### src/rtl/alu_pkg.sv
// alu_pkg: shared constants for the ALU operand stage.
// Holds the ALU control codes, the R-type opcode and the funct encodings.
package alu_pkg;

   typedef logic [2:0] alu_ctrl_t;

   localparam alu_ctrl_t ALU_NOP = 3'b000;
   localparam alu_ctrl_t ALU_ADD = 3'b001;
   localparam alu_ctrl_t ALU_SUB = 3'b010;
   localparam alu_ctrl_t ALU_SLT = 3'b011;
   localparam alu_ctrl_t ALU_AND = 3'b100;
   localparam alu_ctrl_t ALU_OR  = 3'b101;
   localparam alu_ctrl_t ALU_XOR = 3'b110;
   localparam alu_ctrl_t ALU_NOR = 3'b111;

   localparam logic [5:0] OPC_RTYPE  = 6'h00;

   localparam logic [5:0] FUNCT_ADD = 6'h20;
   localparam logic [5:0] FUNCT_SUB = 6'h22;
   localparam logic [5:0] FUNCT_SLT = 6'h2A;
   localparam logic [5:0] FUNCT_AND = 6'h24;
   localparam logic [5:0] FUNCT_OR  = 6'h25;
   localparam logic [5:0] FUNCT_XOR = 6'h26;
   localparam logic [5:0] FUNCT_NOR = 6'h27;

endpackage

### src/rtl/alu_operand_stage_regfile.sv
// regfile_2r1w: NREGS x XLEN register file, 2 async reads, 1 sync write.
// Ports: clk, rst_n (sync, active low), i_we/i_waddr/i_wdata write port,
// i_ra1/i_ra2 read indices, o_rd1/o_rd2 read data. Index 0 reads as zero.
// Macro ALU_OPERAND_WB_BYPASS_EN forwards a same-cycle write to the reads.
module regfile_2r1w
   import alu_pkg::*;
#(
   parameter int NREGS = 32,
   parameter int XLEN  = 32,
   parameter int AW    = $clog2(NREGS)
) (
   input  logic            clk,
   input  logic            rst_n,
   input  logic            i_we,
   input  logic [AW-1:0]   i_waddr,
   input  logic [XLEN-1:0] i_wdata,
   input  logic [AW-1:0]   i_ra1,
   input  logic [AW-1:0]   i_ra2,
   output logic [XLEN-1:0] o_rd1,
   output logic [XLEN-1:0] o_rd2
);

   logic [XLEN-1:0] r_mem [NREGS];
   logic [XLEN-1:0] w_rd1;
   logic [XLEN-1:0] w_rd2;

   always_ff @(posedge clk) begin
      if (!rst_n) begin
         for (int i = 0; i < NREGS; i++) begin
            r_mem[i] <= '0;
         end
      end else if (i_we && (i_waddr != '0)) begin
         r_mem[i_waddr] <= i_wdata;
      end
   end

   // Zero-index check comes last so r0 wins over any bypass.
   always_comb begin
      w_rd1 = r_mem[i_ra1];
      w_rd2 = r_mem[i_ra2];
`ifdef ALU_OPERAND_WB_BYPASS_EN
      if (i_we && (i_waddr == i_ra1)) w_rd1 = i_wdata;
      if (i_we && (i_waddr == i_ra2)) w_rd2 = i_wdata;
`endif
      if (i_ra1 == '0) w_rd1 = '0;
      if (i_ra2 == '0) w_rd2 = '0;
   end

   assign o_rd1 = w_rd1;
   assign o_rd2 = w_rd2;

endmodule

### src/rtl/alu_operand_stage.sv
// alu_operand_stage: R-type decode and operand fetch ahead of the ALU.
// In: clk, rst_n, in_valid/instr, flush, wb_en/wb_addr/wb_data, out_ready.
// Out: in_ready, out_valid, DR1, DR2, ALUControl, rd, illegal.
// Macro ALU_OPERAND_WB_BYPASS_EN enables write-back to operand bypass.
module alu_operand_stage
   import alu_pkg::*;
#(
   parameter int NREGS = 32,
   parameter int XLEN  = 32
) (
   input  logic            clk,
   input  logic            rst_n,
   input  logic            in_valid,
   output logic            in_ready,
   input  logic [31:0]     instr,
   input  logic            flush,
   input  logic            wb_en,
   input  logic [4:0]      wb_addr,
   input  logic [XLEN-1:0] wb_data,
   output logic            out_valid,
   input  logic            out_ready,
   output logic [XLEN-1:0] DR1,
   output logic [XLEN-1:0] DR2,
   output logic [2:0]      ALUControl,
   output logic [4:0]      rd,
   output logic            illegal
);

   logic [5:0]      w_opc;
   logic [4:0]      w_rs;
   logic [4:0]      w_rt;
   logic [4:0]      w_rd;
   logic [5:0]      w_funct;
   logic            w_unused_shamt;
   logic [XLEN-1:0] w_rd1;
   logic [XLEN-1:0] w_rd2;
   alu_ctrl_t       w_ctrl;
   logic            w_illegal;
   logic            w_accept;

   logic            r_valid;
   logic [XLEN-1:0] r_dr1;
   logic [XLEN-1:0] r_dr2;
   alu_ctrl_t       r_ctrl;
   logic [4:0]      r_rd;
   logic            r_illegal;

   assign w_opc          = instr[31:26];
   assign w_rs           = instr[25:21];
   assign w_rt           = instr[20:16];
   assign w_rd           = instr[15:11];
   assign w_funct        = instr[5:0];
   assign w_unused_shamt = ^instr[10:6];

   regfile_2r1w #(
      .NREGS (NREGS),
      .XLEN  (XLEN),
      .AW    (5)
   ) u_rf (
      .clk     (clk),
      .rst_n   (rst_n),
      .i_we    (wb_en),
      .i_waddr (wb_addr),
      .i_wdata (wb_data),
      .i_ra1   (w_rs),
      .i_ra2   (w_rt),
      .o_rd1   (w_rd1),
      .o_rd2   (w_rd2)
   );

   always_comb begin
      w_ctrl    = ALU_NOP;
      w_illegal = 1'b1;
      if (w_opc == OPC_RTYPE) begin
         w_illegal = 1'b0;
         unique case (w_funct)
            FUNCT_ADD: w_ctrl = ALU_ADD;
            FUNCT_SUB: w_ctrl = ALU_SUB;
            FUNCT_SLT: w_ctrl = ALU_SLT;
            FUNCT_AND: w_ctrl = ALU_AND;
            FUNCT_OR:  w_ctrl = ALU_OR;
            FUNCT_XOR: w_ctrl = ALU_XOR;
            FUNCT_NOR: w_ctrl = ALU_NOR;
            default:   w_illegal = 1'b1;
         endcase
      end
   end

   // Single output register: a new entry may enter as the old one leaves.
   assign in_ready = !r_valid || out_ready;
   assign w_accept = in_valid && in_ready && !flush;

   always_ff @(posedge clk) begin
      if (!rst_n) begin
         r_valid   <= 1'b0;
         r_dr1     <= '0;
         r_dr2     <= '0;
         r_ctrl    <= ALU_NOP;
         r_rd      <= '0;
         r_illegal <= 1'b0;
      end else if (flush) begin
         r_valid <= 1'b0;
      end else if (w_accept) begin
         r_valid   <= 1'b1;
         r_dr1     <= w_rd1;
         r_dr2     <= w_rd2;
         r_ctrl    <= w_ctrl;
         r_rd      <= w_rd;
         r_illegal <= w_illegal;
      end else if (out_ready) begin
         r_valid <= 1'b0;
      end
   end

   assign out_valid  = r_valid;
   assign DR1        = r_dr1;
   assign DR2        = r_dr2;
   assign ALUControl = r_ctrl;
   assign rd         = r_rd;
   assign illegal    = r_illegal;

endmodule

### config.mk
export PLATFORM = sky130hd
export DESIGN_NAME = alu_operand_stage
export DESIGN_NICKNAME = d
export VERILOG_FILES = /design/src/rtl/alu_pkg.sv /design/src/rtl/alu_operand_stage_regfile.sv /design/src/rtl/alu_operand_stage.sv
export SDC_FILE = /design/constraint.sdc
export NUM_CORES = 2
export LEC_CHECK = 0
export BUFFER_PORTS_ARGS = -buffer_cell sky130_fd_sc_hd__buf_2
export CORE_MARGIN = 3
export CORE_UTILIZATION = 45
export CTS_CLUSTER_DIAMETER = 150
export DETAILED_ROUTE_END_ITERATION = 8
export GPL_ROUTABILITY_DRIVEN = 1
export GPL_TIMING_DRIVEN = 0
export SYNTH_ARGS = -nofsm -noshare
export SYNTH_HDL_FRONTEND = slang
export SYNTH_HIERARCHICAL = 1
export SYNTH_SLANG_ARGS = --single-unit
### constraint.sdc
create_clock -name clk -period 7.1 [get_ports clk]
set_clock_uncertainty 0.2 [all_clocks]
set_input_delay 1.775 -clock clk [delete_from_list [all_inputs] [get_ports clk]]
set_output_delay 1.775 -clock clk [all_outputs]
set_load 0.01 [all_outputs]
==> summary.md <==
| Metric | Value |
|---|---|
| Root Buffer | `clkbuf_16` |
| Layout area overhead | `14.9%` |
| Reg2Reg Depth | `6` |
| Post-Syn Area | `0.0574 mm2` |
| First-pass GRT wire length | `315,000 um` |
| Syn avg cell area | `15.0 um2` |
| # Max-Cap Violations | `5` |
| H-tree depth | `4` |
| CP required | `7560 ps` |
| Min cycle time layout | `5910 ps` |
| CP Launch Point | `instr[23]` |
| Post-CTS setup buffer count | `0` |
| Proportion of netlist area held by the largest area contributor | `approximately 54%` |
| Largest net degree at the start of global routing | `23` |
| Hold slack | `256 ps` |
| Starting density of the core | `45.5%` |
| Worst setup margin | `1190 ps` |
| Violated checks | `capacitance limit, slew limit` |
| CTS tree | `yes` |
| # IOs | `150` |
| Setup tns final | `0 ps` |
| Main synth FF type | `edfxtp_1` |
| Cts bufs inserted | `130` |
| Seq cells post-synth | `1,098` |
| # rows | `130` |
| Post-synth EDFFs | `1,024` |
| Final hold vios | `0` |
| Die area | `0.132 mm2` |
| Placed insts | `roughly 5,700` |
| Static Leak | `between 20 and 25 nW` |
| Worst Setup EP | `DR1[19]` |
| Die outline width | `363 um` |
| Final Instance Count excl. Fillers | `5,957` |
| Arrival @ worst endpoint | `6370 ps` |
| Power per Cell Area | `~250 mW/mm2` |
| Routed Antenna Nets | `0` |
| Post-synthesis sequential area ratio | `between 50% and 60%` |
| Worst Tran Pin Value | `1620 ps` |
| CTS Buffer Depth | `3` |
| Crit path kind | `in2reg` |
| Initial antenna violation count | `20` |
| Later-pin clock latency in the skew report | `790 ps` |
| WL final | `232,000 um` |
| Dpl ws | `797 ps` |
| Hpwl dp | `164,000 um` |
| Maximum clock rate | `~170 MHz` |
| Synth Warn # | `6` |
| DR iter-0 viols | `6,350` |
| GRT overflow | `0` |
| RR Endpoint | `DR1[19]` |
| Total vias in the final route | `between 30,000 and 40,000` |
| Post_cts resized | `0` |
| Gp weighted congestion | `1.01` |
| Number of global-route vias before repair | `between 30,000 and 40,000` |
| Routed len/inst | `between 30 and 40 um` |
| Crit-path max FO | `10` |
| CTS sink cnt | `approximately 1,100` |
| Critical path launch point type | `input pin` |
| Hold Path Class | `reg2reg` |
| Fillers | `about 10,000` |
| Detailed Routing Iterations Pass 1 | `8` |
| Async SR Flop Fraction | `0%` |
| Reg2reg start | `u_rf/r_mem[31][19]` |
| Post-DR vias/cell | `6.69` |
| Hold_buf cts | `0` |
| CORE AREA | `0.126 mm2` |
| Distinct cells, synth | `57` |
| Count leader, synth | `edfxtp_1` |
| Area leader, netlist | `edfxtp_1` |
| Reg clk slew, reported paths | `60 ps` |
| Synth top area cells | `edfxtp_1, mux4_2, and2_1` |
| Reg-to-reg slack, setup | `3970 ps` |
| Slew Viols, Final | `54` |
| Period utilization | `83.2%` |
| Peak supply drop | `0.200 mV` |
| # setup viols final | `0` |
| Worst setup EP type | `flop` |
| Layout Nets | `4,269` |
| Setup repair after global routing missed its margin | `false` |
| Global Route Usage Sum | `35.2%` |
| Worst slew margin | `-7.74%` |
| Status | `complete, but fails checks` |
| Port bufs | `roughly 140` |
| Mapped Cells | `3,841` |
| Height of the die | `around 360 um` |
| DRC Markers | `0` |
| Share of cells above drive strength 1 | `25.9%` |
| Most common library cells after synthesis | `edfxtp_1, and2_1, mux4_2, clkbuf_1, mux2i_1` |
[through the flow]
| step | power (W) | area [um2] | util (%) |
|---|---|---|---|
| finish | 0.0162 | 66000 | 52.3 |
| global route | 0.0166 | 65900 | 52.2 |
| detailed placement | 0.00980 | 61900 | 49.0 |
| CTS | 0.0162 | 65900 | 52.2 |
| global placement | 0.00972 | 60300 | 47.8 |
| floorplan | 0.00884 | 57600 | - |
[report_power, final]
group	internal (W)	switching, W	total, W
logic	0.000828	0.00130	0.00213
clock network	0.00380	0.00268	0.00649
registers	0.00743	0.000190	0.00762
total	0.0121	0.00418	0.0162
[placed cells by master, fill, tap and decap left out, drive strengths merged, types with 3 or more instances in the layout]
master	instances
a32o	5
conb	32
a2111oi	55
nand2b	8
nand4b	3
buf	315
dfxtp	74
a211oi	7
o21ai	38
nor4b	3
or3b	4
nand2	149
a22o	51
o22ai	103
nand3	6
clkinv	35
a22oi	16
and2	995
and3	4
diode	13
a21boi	70
nor2b	15
a221oi	4
nor2	40
mux2i	150
or3	3
inv	9
nand3b	6
bufinv	6
mux2	30
a21oi	15
clkbuf	471
edfxtp	1024
nor4	7
mux4	472
nor3	55
[logic make-up after synthesis]
logic type | synth area share (%)
buffers and inverters | 3.59
and+or+nand+nor | 13.4
DFF | 56.1
other | 0.00653
muxes | 21.7
AOI/OAI and AO/OA | 5.15
[final cells by class]
cell class	instances	area (um2)	area share [%]
Antenna cell	13	32.5	0.0493
Buffer	413	2060	3.12
Clock buffer	185	3680	5.57
Clock inverter	47	379	0.575
Inverter	4	15.0	0.0228
Multi-Input combinational cell	2357	23600	35.8
Sequential cell	1098	32200	48.9
Tap cell	1650	2060	3.13
Timing Repair Buffer	190	1890	2.86
[worst min path at each step]
stage | start | endpoint | slack [ps] | cells past startpoint
after floorplan | DR1[8] | DR1[8] | 280 | 2
after global placement | DR1[5] | DR1[5] | 250 | 2
after detailed placement | ALUControl[2] | ALUControl[2] | 250 | 2
after CTS | ALUControl[2] | ALUControl[2] | 260 | 2
after global routing | rd[0] | rd[0] | 280 | 2
final | DR1[1] | DR1[1] | 260 | 2
[layer usage]
metal | GRT usage [%] | wire [um] | vias to the layer above | share of wire (%)
li1 | - | - | 15500 | -
met1 | 45.6 | 84500 | 20500 | 36
met2 | 50.6 | 98500 | 3203 | 42
met3 | 12.5 | 31600 | 698 | 14
met4 | 22.2 | 17600 | 12 | 7.6
met5 | 0.290 | 117 | - | 0.050
[critical path, stage by stage]
cell,delay [ps]
buf_4,170
buf_4,220
buf_4,250
nand3b_1,840
clkbuf_1,1100
o22ai_1,160
a2111oi_1,1210
nor3_1,360
nand2_1,180
a21boi_2,60
[registers in the layout, summed over array words and instances, names as in the netlist]
name	flops
u_rf/r_mem	1024
DR1	32
DR2	32
rd	5
ALUControl	3
illegal	1
out_valid	1
Note: power is estimated with default switching activity, not from simulation.
